===== src/rtl/hamming32t26d_pkg.sv =====
// Shared constants, codeword layout and helpers for the 32-bit SECDED decoder
// (26 data bits, 5 Hamming check bits, overall parity in bit 0).
package hamming32t26d_pkg;

    localparam int IN_WIDTH = 26;
    localparam int N_CHECKB = 5;
    localparam int CW_WIDTH = 32;

    // Codeword position of each data bit; powers of two and bit 0 hold check bits.
    localparam logic [4:0] DATA_POS [IN_WIDTH] = '{
        5'd3,  5'd5,  5'd6,  5'd7,  5'd9,  5'd10, 5'd11, 5'd12, 5'd13,
        5'd14, 5'd15, 5'd17, 5'd18, 5'd19, 5'd20, 5'd21, 5'd22, 5'd23,
        5'd24, 5'd25, 5'd26, 5'd27, 5'd28, 5'd29, 5'd30, 5'd31
    };

    typedef enum logic [1:0] {
        ERR_NONE,
        ERR_SEC,
        ERR_DED
    } err_kind_e;

    function automatic logic [IN_WIDTH-1:0] extract_data(input logic [CW_WIDTH-1:0] cw);
        logic [IN_WIDTH-1:0] d;
        d = '0;
        for (int i = 0; i < IN_WIDTH; i++) begin
            d[i] = cw[DATA_POS[i]];
        end
        return d;
    endfunction

    function automatic err_kind_e classify(input logic [N_CHECKB-1:0] s, input logic p);
        err_kind_e k;
        if (p)
            k = ERR_SEC;
        else if (s != '0)
            k = ERR_DED;
        else
            k = ERR_NONE;
        return k;
    endfunction

endpackage


===== src/rtl/hamming32t26d_syndrome.sv =====
// Combinational syndrome and overall-parity generator for one codeword.
module hamming32t26d_syndrome
    import hamming32t26d_pkg::*;
(
    input  logic [CW_WIDTH-1:0] hv,
    output logic [N_CHECKB-1:0] s,
    output logic                p
);

    // Syndrome is the XOR of the indices of every set bit in positions 1..31.
    always_comb begin
        s = '0;
        for (int i = 1; i < CW_WIDTH; i++) begin
            if (hv[i])
                s = s ^ N_CHECKB'(i);
        end
        p = ^hv;
    end

endmodule


===== src/rtl/hamming32t26d_dec.sv =====
// Two-stage pipelined SECDED decoder with valid/ready on both sides and
// saturating SEC/DED event counters.
module hamming32t26d_dec
    import hamming32t26d_pkg::*;
#(
    parameter int CNT_WIDTH = 16
) (
    input  logic                 clk_i,
    input  logic                 rst_i,
    input  logic                 valid_i,
    output logic                 ready_o,
    input  logic [CW_WIDTH-1:0]  hv_i,
    output logic                 valid_o,
    input  logic                 ready_i,
    output logic [IN_WIDTH-1:0]  data_o,
    output logic                 sec_o,
    output logic                 ded_o,
    output logic [N_CHECKB-1:0]  syndrome_o,
    input  logic                 clear_i,
    output logic [CNT_WIDTH-1:0] sec_cnt_o,
    output logic [CNT_WIDTH-1:0] ded_cnt_o
);

    logic                 adv1, adv2, out_xfer;
    logic [N_CHECKB-1:0]  syn_c;
    logic                 par_c;

    logic                 s1_valid_q, s1_valid_d;
    logic [CW_WIDTH-1:0]  s1_cw_q, s1_cw_d;
    logic [N_CHECKB-1:0]  s1_syn_q, s1_syn_d;
    logic                 s1_par_q, s1_par_d;

    logic                 s2_valid_q, s2_valid_d;
    logic [IN_WIDTH-1:0]  data_q, data_d;
    logic                 sec_q, sec_d;
    logic                 ded_q, ded_d;
    logic [N_CHECKB-1:0]  syn_q, syn_d;
    logic [CW_WIDTH-1:0]  corrected;
    err_kind_e            kind;

    logic [CNT_WIDTH-1:0] sec_cnt_q, sec_cnt_d;
    logic [CNT_WIDTH-1:0] ded_cnt_q, ded_cnt_d;

    assign adv2     = !s2_valid_q || ready_i;
    assign adv1     = !s1_valid_q || adv2;
    assign ready_o  = adv1;
    assign out_xfer = s2_valid_q && ready_i;

    hamming32t26d_syndrome u_syndrome (
        .hv (hv_i),
        .s  (syn_c),
        .p  (par_c)
    );

    // Stage 1: capture codeword with its syndrome and overall parity.
    always_comb begin
        s1_valid_d = s1_valid_q;
        s1_cw_d    = s1_cw_q;
        s1_syn_d   = s1_syn_q;
        s1_par_d   = s1_par_q;
        if (adv1) begin
            s1_valid_d = valid_i;
            if (valid_i) begin
                s1_cw_d  = hv_i;
                s1_syn_d = syn_c;
                s1_par_d = par_c;
            end
        end
    end

    // Stage 2: classify, correct a single flipped bit (s=0 targets bit 0), extract data.
    always_comb begin
        kind      = classify(s1_syn_q, s1_par_q);
        corrected = s1_cw_q;
        if (kind == ERR_SEC)
            corrected = s1_cw_q ^ (CW_WIDTH'(1) << s1_syn_q);
        s2_valid_d = s2_valid_q;
        data_d     = data_q;
        sec_d      = sec_q;
        ded_d      = ded_q;
        syn_d      = syn_q;
        if (adv2) begin
            s2_valid_d = s1_valid_q;
            if (s1_valid_q) begin
                data_d = extract_data(corrected);
                sec_d  = (kind == ERR_SEC);
                ded_d  = (kind == ERR_DED);
                syn_d  = s1_syn_q;
            end
        end
    end

    // Clear takes priority over a same-cycle increment.
    always_comb begin
        sec_cnt_d = sec_cnt_q;
        ded_cnt_d = ded_cnt_q;
        if (clear_i) begin
            sec_cnt_d = '0;
            ded_cnt_d = '0;
        end else if (out_xfer) begin
            if (sec_q && sec_cnt_q != '1)
                sec_cnt_d = sec_cnt_q + CNT_WIDTH'(1);
            if (ded_q && ded_cnt_q != '1)
                ded_cnt_d = ded_cnt_q + CNT_WIDTH'(1);
        end
    end

    always_ff @(posedge clk_i) begin
        s1_cw_q  <= s1_cw_d;
        s1_syn_q <= s1_syn_d;
        s1_par_q <= s1_par_d;
    end

    always_ff @(posedge clk_i or posedge rst_i) begin
        if (rst_i) begin
            s1_valid_q <= 1'b0;
            s2_valid_q <= 1'b0;
            data_q     <= '0;
            sec_q      <= 1'b0;
            ded_q      <= 1'b0;
            syn_q      <= '0;
            sec_cnt_q  <= '0;
            ded_cnt_q  <= '0;
        end else begin
            s1_valid_q <= s1_valid_d;
            s2_valid_q <= s2_valid_d;
            data_q     <= data_d;
            sec_q      <= sec_d;
            ded_q      <= ded_d;
            syn_q      <= syn_d;
            sec_cnt_q  <= sec_cnt_d;
            ded_cnt_q  <= ded_cnt_d;
        end
    end

    assign valid_o    = s2_valid_q;
    assign data_o     = data_q;
    assign sec_o      = sec_q;
    assign ded_o      = ded_q;
    assign syndrome_o = syn_q;
    assign sec_cnt_o  = sec_cnt_q;
    assign ded_cnt_o  = ded_cnt_q;

endmodule


===== config.mk =====
export PLATFORM = sky130hd
export DESIGN_NAME = hamming32t26d_dec
export DESIGN_NICKNAME = d
export VERILOG_FILES = /design/src/rtl/hamming32t26d_pkg.sv /design/src/rtl/hamming32t26d_syndrome.sv /design/src/rtl/hamming32t26d_dec.sv
export SDC_FILE = /design/constraint.sdc
export NUM_CORES = 1
export LEC_CHECK = 0
export BUFFER_PORTS_ARGS = -buffer_cell sky130_fd_sc_hd__buf_2
export CAP_MARGIN = 20
export CORE_MARGIN = 4
export CORE_UTILIZATION = 50
export CTS_BUF_LIST = sky130_fd_sc_hd__clkbuf_8 sky130_fd_sc_hd__clkbuf_16
export CTS_CLUSTER_DIAMETER = 50
export DETAILED_ROUTE_END_ITERATION = 6
export MAX_ROUTING_LAYER = met4
export PLACE_DENSITY = 0.74
export SYNTH_ARGS = -nofsm -noshare
export SYNTH_HDL_FRONTEND = slang
export SYNTH_SLANG_ARGS = --single-unit

===== constraint.sdc =====
create_clock -name clk_i -period 2.5 [get_ports clk_i]
set_input_delay 0.125 -clock clk_i [delete_from_list [all_inputs] [get_ports clk_i]]
set_output_delay 0.125 -clock clk_i [all_outputs]
set_load 0.02 [all_outputs]

==> key figures, run 1 <==
Worst setup path
  – Worst r2r path cells: 6
  – Kind of start point of the critical path: input pin
  – Req. time, crit path: ~2.6 ns
  – Crit. Startpoint: hv_i[14]
  – CP arrival: 2.12 ns
  – Reg-to-reg startpoint: sec_cnt_o[0]$_DFFE_PP0P_
  – Critical Path End: s1_par_q$_DFFE_PP_
  – Worst setup EP type: flop
  – R2R Setup Slk: 0.51 ns
  – Reg2Reg Capture Point: sec_cnt_o[4]$_DFFE_PP0P_
  – CP Class: input pin to flop
  – Critical path fanouts, max: 2

Worst hold path
  – Worst Hold Class: input pin to flop

Finish
  – Layout Cells excl Fill: 713
  – Layout Area Growth over Synthesis: 22.6%
  – Commonest non-fill, non-tap cell in the layout: buf_2
  – Most frequent cells in the layout: buf_2 (103), xnor2_1 (79), nor2_1 (74), dfrtp_1 (67), a21oi_1 (35)
  – Antenna Cells: 0
  – Proportion of layout cells with a drive suffix above 1: 0.231
  – Final net count: slightly above 600
  – Fill count: about 760

Synthesis
  – Mapped cell area: between 4000 and 5000 um2
  – Register bit total from synthesis: slightly below 100
  – Synth Net Count: 491
  – Sequential share of the synthesized area: 0.543
  – Synth Instances: 452
  – Number of library cell types mapped by synthesis: 36
  – Avg Inst Size Synth: around 11 um2
  – Ys Warns: 0

Global route
  – GRT Max-Usage Layer: met2
  – Grt met1 use: 0.250
  – Vias in the first global route: 3577
  – First-pass GRT wire length: ~17000 um
  – Met2 Track Usage GR: 0.320
  – Largest net degree at the start of global routing: 35
  – Initial antenna violation count: 0
  – Global route total overflow: 0
  – Gr usage total: 0.196
  – GR Util met3: 0.0273

CTS
  – Postcts setup bufs: 0
  – CTS tree: built
  – Clock transition at path regs: 0.09 ns
  – CTS H-tree lvls: 3
  – CTS Buf Count: 9
  – Root Buffer: clkbuf_8
  – Clock latency at the later pin of the worst-skew pair: 0.36 ns
  – Clock sinks: between 90 and 100
  – CTS Buffer Depth: 2

STA
  – RSZ-0062 raised after global routing: false
  – Slew @ Worst Pin: 0.739 ns
  – Final setup viols: 0
  – Minimum clock period: approximately 2.0 ns
  – Worst Skew: 0.0123 ns
  – Setup TNS: 0 ns
  – Max Freq: 498 MHz
  – WHS: 0.0226 ns
  – Hold Vio Cnt, Final: 0
  – Relative slew margins: 0.506
  – Final Cycle Share: 0.803
  – Slew Limit Fails: 0

Die
  – Placeable Area: a little over 9000 um2
  – Die height: between 100 and 150 um
  – Die area: 11400 um2
  – Initial core utilization: 0.521
  – Row count: 35
  – Die X: 107 um
  – I/O pin cnt: 104

Power and ir drop
  – Maximum vdd drop: 0.000449 V
  – P_leak: about 0.0024 uW
  – PD cells: 719 nW/um2

Route
  – Drt first pass iters: 5
  – Wire length per cell: 14.7 um
  – Post-DR vias/cell: 5.19
  – Initial DRC Count: 186
  – Final WL: 10500 um
  – Post-route DRC: 0
  – DR vias: between 3k and 4k
  – Final ANT Viol Nets: 0

Placement
  – IO Port Bufs: around 100
  – Dpl hpwl: 7720 um
  – Cell Count Post-Placement: between 600 and 700
  – RD Place Congestion: 0.911

Status
  – Outcome: finished, final reports clean

Job
  – Max-Cap Viols: 0
-- cell type report --
| class | instances | area, um2 | share of cell area |
|---|---|---|---|
| clock buffers | 9 | 124 | 0.0208 |
| clock inverters | 7 | 61.3 | 0.0103 |
| well taps | 129 | 161 | 0.0271 |
| flip-flops and latches | 99 | 2640 | 0.443 |
| inverters | 4 | 15.0 | 0.00252 |
| multi-input cells | 334 | 2160 | 0.362 |
| repair buffers | 131 | 801 | 0.134 |
-- Yosys cell counts --
library cell | n | share of area
and3_1 | 7 | 0.0090
ha_1 | 2 | 0.0052
nor3b_1 | 4 | 0.0062
or2_2 | 3 | 0.0039
nand2_1 | 25 | 0.019
nand4_1 | 9 | 0.012
a2111oi_0 | 2 | 0.0036
nand2b_1 | 4 | 0.0052
nor4b_1 | 3 | 0.0054
xnor2_1 | 79 | 0.14
edfxtp_1 | 32 | 0.20
buf_1 | 1 | 0.00077
mux2i_1 | 2 | 0.0041
o311ai_0 | 1 | 0.0018
a21oi_1 | 35 | 0.036
or3_1 | 2 | 0.0026
and3b_1 | 1 | 0.0018
and4_4 | 1 | 0.0023
clkbuf_1 | 14 | 0.011
nor2_1 | 74 | 0.057
o41ai_1 | 1 | 0.0018
a211oi_1 | 4 | 0.0062
nor3_1 | 11 | 0.011
inv_1 | 4 | 0.0031
nand3b_1 | 5 | 0.0077
o21ai_0 | 3 | 0.0031
nand3_1 | 12 | 0.012
xnor3_1 | 1 | 0.0046
mux2_2 | 7 | 0.016
nor4bb_1 | 1 | 0.0021
and2_1 | 2 | 0.0026
xor2_1 | 25 | 0.045
o21a_1 | 1 | 0.0015
dfrtp_1 | 67 | 0.35
and4_1 | 2 | 0.0036
nor4_1 | 5 | 0.0064
-- flip-flops by register name, summed over array words and instances (netlist names), 5 cells and up --
register / count
s1_cw_q: 26
sec_cnt_o: 16
syndrome_o: 5
ded_cnt_o: 16
s1_syn_q: 5
data_o: 26
-- cells by family after synthesis --
kind of cell / count (synthesis) / synth area share
adders and majority gates: 2 / 0.00515
AOI/OAI and AO/OA: 47 / 0.0541
muxes: 9 / 0.0204
and+or+nand+nor: 171 / 0.171
DFF: 99 / 0.543
xor gates and xnor gates: 105 / 0.192
buffers and inverters: 19 / 0.0147
-- stage by stage --
step	worst slack, ns	util	total power [uW]	area [um2]
3_3_place_gp	0.344	0.591	3320	5510
4_1_cts	0.180	0.638	4340	5950
2_1_floorplan	0.501	-	2960	4860
3_5_place_dp	0.218	0.591	3350	5510
6_report	0.492	0.638	4280	5960
5_1_grt	0.276	0.638	4530	5960
-- power breakdown --
group	internal, uW	switching, uW	total [uW]
Sequential	1930	191	2120
Clock	379	572	952
Combinational	509	694	1200
Total	2820	1460	4280
-- metal layers --
layer  share of wire  vias up
met5               0        -
met4           0.022        0
met3           0.045       19
met2            0.50      116
met1            0.44     1755
li1                -     1807
-- worst min path at each step --
stage	from	end	cells after the start
floorplan	hv_i[10]	s1_cw_q[10]$_DFFE_PP_	0
global placement	rst_i	data_o[10]$_DFFE_PP0P_	2
detailed placement	rst_i	data_o[12]$_DFFE_PP0P_	2
CTS	hv_i[25]	s1_cw_q[25]$_DFFE_PP_	1
global route	hv_i[25]	s1_cw_q[25]$_DFFE_PP_	1
finish	hv_i[21]	s1_cw_q[21]$_DFFE_PP_	1
-- critical path, stage by stage --
cell and delay (ns):
dlygate4sd3_1 0.53, buf_2 0.13, xnor2_1 0.26, xnor2_1 0.18, xnor2_1 0.28, xnor3_1 0.47
xnor2_1 0.14
-- what timing repair did --
item	in CTS	in global routing
gates resized for setup	0	1
setup endpoints to repair	0	1
hold buffers	25	0
hold endpoints to repair	57	0
(Power assumes the default switching activity.)
==> run 2: changes to the inputs <==
--- a/config.mk
+++ b/config.mk
@@ -5,6 +5,7 @@
 export SDC_FILE = /design/constraint.sdc
 export NUM_CORES = 1
 export LEC_CHECK = 0
+export ABC_AREA = 1
 export BUFFER_PORTS_ARGS = -buffer_cell sky130_fd_sc_hd__buf_2
 export CAP_MARGIN = 20
 export CORE_MARGIN = 4
@@ -13,7 +14,7 @@
 export CTS_CLUSTER_DIAMETER = 50
 export DETAILED_ROUTE_END_ITERATION = 6
 export MAX_ROUTING_LAYER = met4
-export PLACE_DENSITY = 0.74
+export PLACE_DENSITY = 0.75
 export SYNTH_ARGS = -nofsm -noshare
 export SYNTH_HDL_FRONTEND = slang
 export SYNTH_SLANG_ARGS = --single-unit
==> constraint.sdc (replaced) <==
create_clock -name clk_i -period 1.65 [get_ports clk_i]
set_input_delay 0.0825 -clock clk_i [delete_from_list [all_inputs] [get_ports clk_i]]
set_output_delay 0.0825 -clock clk_i [all_outputs]
set_load 0.02 [all_outputs]
==> key figures, run 2 <==
STA
  – WHS: ~0.017 ns
  – Max Freq: 651 MHz
  – Slew Limit Fails: 0
  – Worst Skew: roughly 0.0073 ns
  – Relative slew margins: 0.669
  – Slew @ Worst Pin: 0.496 ns
  – RSZ-0062 raised after global routing: true
  – Hold Vio Cnt, Final: 0
  – Final Cycle Share: 0.931
  – Final setup viols: 0
  – Final WS setup: 0.114 ns
  – Minimum clock period: 1.54 ns

Placement
  – RD Place Congestion: just under 0.9
  – Cell Count Post-Placement: about 1.0k
  – Pre-CTS setup slack: -0.0145 ns
  – Dpl hpwl: 10400 um
  – IO Port Bufs: 103

Synthesis
  – Synth top area cells: dfrtp_1 (29%), nand2_1 (19%), edfxtp_1 (16%), xnor2_1 (6.0%), xor2_1 (5.4%)
  – Mapped cell area: 5850 um2
  – Leading area contributor after synthesis: dfrtp_1
  – EDFF count, synth: 32
  – Register bit total from synthesis: 99
  – Number of library cell types mapped by synthesis: 26
  – Synth Net Count: 817
  – Synth Flop Type: dfrtp_1
  – Synth Instances: 778
  – Ys async rst share: 0.677
  – Avg Inst Size Synth: 7.52 um2
  – Ys Warns: 0
  – Commonest cells post-synth: nand2_1 (297), inv_1 (74), nor2_1 (73)
  – Most frequent cell after synthesis: nand2_1
  – Sequential share of the synthesized area: 0.451
  – Yosys top cell area share: 0.286

Finish
  – Layout Cells excl Fill: 1061
  – Register Area: 2640 um2
  – Multi-input gate area: about 2900 um2
  – Fill count: 1029
  – Commonest non-fill, non-tap cell in the layout: nand2_1
  – Antenna Cells: 0
  – Most frequent cells in the layout: nand2_1 (295), buf_2 (103), inv_1 (72), nor2_1 (71), dfrtp_1 (66)
  – Proportion of layout cells with a drive suffix above 1: 0.178
  – Layout Area Growth over Synthesis: 22.6%
  – Final net count: around 950
  – Util after Layout: 0.628

Power and ir drop
  – P_leak: around 0.0036 uW
  – Clk pwr share: 0.310
  – NetSw: approximately 2300 uW
  – PD cells: 998 nW/um2
  – Maximum vdd drop: 0.000627 V
  – Comb pwr share: 0.256
  – Internal: 4850 uW
  – Seq pwr share: 0.433
  – Sw Share: 0.323

Die
  – Die area: 13500 um2
  – Initial core utilization: 0.513
  – Row count: 39
  – I/O pin cnt: roughly 100
  – Placeable Area: approximately 11000 um2
  – Die X: 116 um
  – Die height: around 120 um

CTS
  – CTS tree: built
  – Clock transition at path regs: 0.07 ns
  – CTS Buffer Depth: 2
  – CTS H-tree lvls: 3
  – Postcts setup bufs: 0
  – CTS Buf Count: 9
  – Root Buffer: clkbuf_16
  – Clock sinks: 99
  – Clock latency at the later pin of the worst-skew pair: 0.35 ns

Worst setup path
  – Worst r2r path cells: 9
  – Req. time, crit path: 1.93 ns
  – Critical path fanouts, max: 11
  – R2R Setup Slk: 0.11 ns
  – Reg2Reg Capture Point: sec_cnt_o[1]$_DFFE_PP0P_
  – Worst setup EP type: flop
  – Kind of start point of the critical path: flop
  – CP arrival: ~1.8 ns
  – Reg-to-reg startpoint: sec_cnt_o[5]$_DFFE_PP0P_
  – CP Class: flop to flop

Route
  – Initial DRC Count: approximately 360
  – Final ANT Viol Nets: 0
  – Wire length per cell: 12.6 um
  – Final WL: 13300 um
  – Drt first pass iters: 6
  – DR vias: 5160
  – Post-route DRC: 0
  – Post-DR vias/cell: roughly 5

Global route
  – Largest net degree at the start of global routing: 45
  – Initial antenna violation count: 0
  – Global route total overflow: 0
  – Vias in the first global route: 4740
  – First-pass GRT wire length: 22000 um
  – Gr usage total: 0.211

Job
  – Max-Cap Viols: 0

Worst hold path
  – Worst hold endpoint: s1_cw_q[15]$_DFFE_PP_
  – Worst Hold Class: input pin to flop
  – Hold Crit Start: hv_i[15]
  – Hold Path Stages: 1

Status
  – Outcome: finished, final reports clean
run 2: cell types whose count changed after synthesis, sizes merged, moves of 7 or more:
cell	before	now
nand2	25	303
inv	4	74
nand3	12	61
xnor2	79	40
o21ai	3	40
a21oi	35	1
xor2	25	36
nor3	11	21
and3	7	0
mux2	7	0
run 2: worst max-delay path by stage:
stage | startpoint | endpoint | slack, ns | cells past startpoint
2_1_floorplan | valid_o$_DFFE_PP0P_ | s1_cw_q[10]$_DFFE_PP_ | 0.05 | 3
3_3_place_gp | sec_cnt_o[0]$_DFFE_PP0P_ | sec_cnt_o[0]$_DFFE_PP0P_ | -0.007 | 6
3_5_place_dp | sec_cnt_o[0]$_DFFE_PP0P_ | sec_cnt_o[0]$_DFFE_PP0P_ | -0.01 | 6
4_1_cts | sec_cnt_o[5]$_DFFE_PP0P_ | sec_cnt_o[1]$_DFFE_PP0P_ | 0.11 | 9
5_1_grt | sec_cnt_o[5]$_DFFE_PP0P_ | sec_cnt_o[1]$_DFFE_PP0P_ | -0.01 | 9
6_report | sec_cnt_o[5]$_DFFE_PP0P_ | sec_cnt_o[1]$_DFFE_PP0P_ | 0.11 | 9
run 2: power by group through the flow:
stage          Clock (uW)  Combinational, uW  Sequential (uW)
2_1_floorplan           0                879             3430
3_3_place_gp            0               1800             3140
3_5_place_dp            0               1810             3150
4_1_cts              2260               1850             3100
5_1_grt              2380               2040             3140
6_report             2220               1840             3100
run 2: critical path: stages (launching register included):
cell     delay [ns]
dfrtp_1        0.43
nand2_1        0.11
nor2_2         0.15
nand2_2        0.09
nor3_2         0.14
nand2_1        0.09
nand2_2        0.09
buf_4          0.19
nand3_1        0.10
nand2_1        0.10
run 2: through the flow:
stage / area [um2] / total power, uW / setup TNS, ns
after global routing: 7170 / 7560 / -0.0213
final: 7170 / 7160 / 0
after CTS: 7170 / 7220 / 0
after global placement: 6650 / 4940 / -0.00660
after detailed placement: 6650 / 4960 / -0.0168
after floorplan: 5870 / 4310 / 0
run 2: cells by family (layout without fill, tap and decap cells):
family / Yosys count / after routing / share of synthesized area
AND/OR/NAND/NOR: 464 / 464 / 0.324
flip-flops: 99 / 99 / 0.451
buffers and inverters: 93 / 233 / 0.0639
XOR/XNOR: 76 / 76 / 0.114
AO/OA/AOI/OAI: 44 / 44 / 0.0438
adder cells (fa/ha/maj): 2 / 2 / 0.00427
run 2: cell type report:
class,instances,area share
Clock buffer,9,0.0314
Multi-Input combinational cell,586,0.398
Clock inverter,7,0.0126
Inverter,75,0.0403
Tap cell,143,0.0249
Timing Repair Buffer,142,0.125
Sequential cell,99,0.368
run 2: per-layer routing:
layer	part of all wire	wire length [um]	up-vias	global-route usage
met5	0	0	-	-
met4	0.020	266	0	0.0681
met3	0.056	742	22	0.0368
met2	0.49	6590	143	0.356
met1	0.43	5750	2288	0.258
li1	-	-	2707	-
run 2: what timing repair did:
item / 4_1_cts / 5_1_grt
endpoints found under the setup margin: 6 / 6
endpoints found under the hold margin: 38 / 0
resized for setup: 2 / 3
pin swaps: 0 / 0
hold buffers: 20 / 0
==> run 3: changes to the inputs <==
--- a/config.mk
+++ b/config.mk
@@ -9,12 +9,12 @@
 export BUFFER_PORTS_ARGS = -buffer_cell sky130_fd_sc_hd__buf_2
 export CAP_MARGIN = 20
 export CORE_MARGIN = 4
-export CORE_UTILIZATION = 50
+export CORE_UTILIZATION = 51
 export CTS_BUF_LIST = sky130_fd_sc_hd__clkbuf_8 sky130_fd_sc_hd__clkbuf_16
 export CTS_CLUSTER_DIAMETER = 50
 export DETAILED_ROUTE_END_ITERATION = 6
 export MAX_ROUTING_LAYER = met4
-export PLACE_DENSITY = 0.75
+export PLACE_DENSITY = 0.77
 export SYNTH_ARGS = -nofsm -noshare
 export SYNTH_HDL_FRONTEND = slang
 export SYNTH_SLANG_ARGS = --single-unit
==> key figures, run 3 (synthesis gave the netlist of run 2 again) <==
STA
  – Final setup viols: 0
  – Relative slew margins: 0.590
  – Minimum clock period: 1.53 ns
  – Max Freq: 653 MHz
  – Slew @ Worst Pin: between 0.6 and 0.7 ns
  – Slew Limit Fails: 0
  – Final WS setup: 0.120 ns
  – Hold Vio Cnt, Final: 0
  – Final Cycle Share: 0.928
  – RSZ-0062 raised after global routing: true
  – WHS: 0.0169 ns
  – Worst Skew: 0.00752 ns

Finish
  – Fill count: 938
  – Register Area: approximately 2600 um2
  – Proportion of layout cells with a drive suffix above 1: 0.183
  – Layout Area Growth over Synthesis: 22.8%
  – Final net count: between 900 and 1k
  – Multi-input gate area: 2880 um2
  – Commonest non-fill, non-tap cell in the layout: nand2_1
  – Antenna Cells: 0
  – Most frequent cells in the layout: nand2_1 (292), buf_2 (101), inv_1 (72), nor2_1 (71), dfrtp_1 (65)

Worst hold path
  – Hold Crit Start: hv_i[19]
  – Hold Path Stages: 1
  – Worst Hold Class: input pin to flop
  – Worst hold endpoint: s1_cw_q[19]$_DFFE_PP_

CTS
  – CTS H-tree lvls: 3
  – Clock latency at the later pin of the worst-skew pair: 0.35 ns
  – CTS tree: built
  – Clock sinks: 99
  – CTS Buf Count: 9
  – Root Buffer: clkbuf_16
  – Clock transition at path regs: 0.07 ns
  – Postcts setup bufs: 0
  – CTS Buffer Depth: 2

Die
  – Die height: 115 um
  – Die X: around 120 um
  – I/O pin cnt: 104
  – Row count: 38
  – Initial core utilization: 0.531
  – Die area: 13300 um2
  – Placeable Area: 11000 um2

Route
  – Drt first pass iters: 5
  – Met2 wire len: about 6800 um
  – M1 WL: 5780 um
  – Post-route DRC: 0
  – DR vias: between 5k and 6k
  – Final WL: 13600 um
  – Initial DRC Count: 346
  – Post-DR vias/cell: 4.96
  – Wire length per cell: between 10 and 15 um
  – DR WL met3: slightly below 700 um
  – Final ANT Viol Nets: 0
  – Uppermost layer routed: met4

Placement
  – Pre-CTS setup slack: -0.0532 ns
  – RD Place Congestion: between 0.8 and 0.9
  – Dpl hpwl: 10400 um
  – IO Port Bufs: 103

Global route
  – Global route total overflow: 0
  – Largest net degree at the start of global routing: between 50 and 60
  – First-pass GRT wire length: 22700 um
  – Gr usage total: 0.221
  – Initial antenna violation count: 0
  – Vias in the first global route: 4884

Worst setup path
  – Kind of start point of the critical path: flop
  – Reg2Reg Capture Point: sec_cnt_o[14]$_DFFE_PP0P_
  – Req. time, crit path: 1.88 ns
  – Worst r2r path cells: 9
  – CP Class: flop to flop
  – CP Cell Sequence: nand2_1 > nor2_2 > nand2_2 > nor3_2 > nand2_1 > nand2_2 > nand2_4 > nand2_1 > o21ai_0
  – CP arrival: around 1.8 ns
  – Most repeated library cell on the critical path: nand2_1
  – Reg-to-reg startpoint: sec_cnt_o[4]$_DFFE_PP0P_
  – CP peak stage delay: 0.37 ns
  – Critical path fanouts, max: 15
  – CP max stage cell: dfrtp_1
  – Worst setup EP type: flop
  – R2R Setup Slk: 0.12 ns

Status
  – Outcome: finished, final reports clean

Job
  – Max-Cap Viols: 0

Power and ir drop
  – P_leak: about 0.0036 uW
  – Clk pwr share: 0.302
  – Sw Share: 0.336
  – Internal: between 4000 and 5000 uW
  – PD cells: 990 nW/um2
  – Seq pwr share: 0.436
  – Maximum vdd drop: 0.000558 V
  – NetSw: 2390 uW
  – Comb pwr share: 0.262
run 3: cell types whose count changed in the layout (fill, tap and decap cells not counted), sizes merged:
cell	before	now
buf	122	119
bufinv	2	1
clkinv	4	2
clkinvlp	3	4
dlygate4sd3	20	17
dlymetal6s4s	0	1
inv	73	75
run 3: power groups by stage:
stage | logic, uW | registers, uW | clock network (uW)
2_1_floorplan | 879 | 3430 | 0
3_3_place_gp | 1800 | 3130 | 0
3_5_place_dp | 1820 | 3150 | 0
4_1_cts | 1860 | 3100 | 2190
5_1_grt | 2080 | 3140 | 2280
6_report | 1860 | 3100 | 2150
run 3: area by class of cell:
| cell class | count | share of cell area |
|---|---|---|
| multi-input cells | 586 | 0.401 |
| flip-flops and latches | 99 | 0.367 |
| repair buffers | 137 | 0.124 |
| inverters | 75 | 0.0402 |
| clock buffers | 9 | 0.0313 |
| well taps | 140 | 0.0244 |
| clock inverters | 7 | 0.0115 |
run 3: what timing repair did:
action | CTS | global route
endpoints found under the hold margin | 42 | 0
hold buffers | 18 | 0
pin swaps | 0 | 1
resized for setup | 2 | 14
setup endpoints to repair | 9 | 17
run 3: per-stage QoR:
step	std cells	cell area, um2	util	total power, uW	TNS [ns]
after global placement	1020	6660	0.604	4930	0
final	1053	7190	0.651	7110	0
after detailed placement	1020	6660	0.604	4970	-0.129
after CTS	1054	7150	0.648	7150	0
after global routing	1053	7190	0.651	7500	-0.107
after floorplan	778	5870	-	4310	0
run 3: worst max-delay path: cells and delay by family (launching register included):
| family | cells | cell delay (ns) |
|---|---|---|
| flops | 1 | 0.37 |
| compound gates | 1 | 0.07 |
| simple gates | 8 | 0.96 |
run 3: worst max-delay path by stage:
stage	from	end	slack, ns	depth (start not counted)
finish	sec_cnt_o[4]$_DFFE_PP0P_	sec_cnt_o[14]$_DFFE_PP0P_	0.12	9
global route	sec_cnt_o[4]$_DFFE_PP0P_	sec_cnt_o[3]$_DFFE_PP0P_	-0.03	9
CTS	ded_cnt_o[1]$_DFFE_PP0P_	ded_cnt_o[14]$_DFFE_PP0P_	0.01	8
detailed placement	ded_cnt_o[1]$_DFFE_PP0P_	ded_cnt_o[0]$_DFFE_PP0P_	-0.05	6
global placement	ded_cnt_o[1]$_DFFE_PP0P_	ded_cnt_o[0]$_DFFE_PP0P_	0.002	6
floorplan	valid_o$_DFFE_PP0P_	s1_cw_q[10]$_DFFE_PP_	0.05	3
run 3: per-layer routing:
layer  track usage  vias up
met5             -        -
met4        0.0782        0
met3        0.0363       30
met2         0.363      145
met1         0.277     2344
li1              -     2700
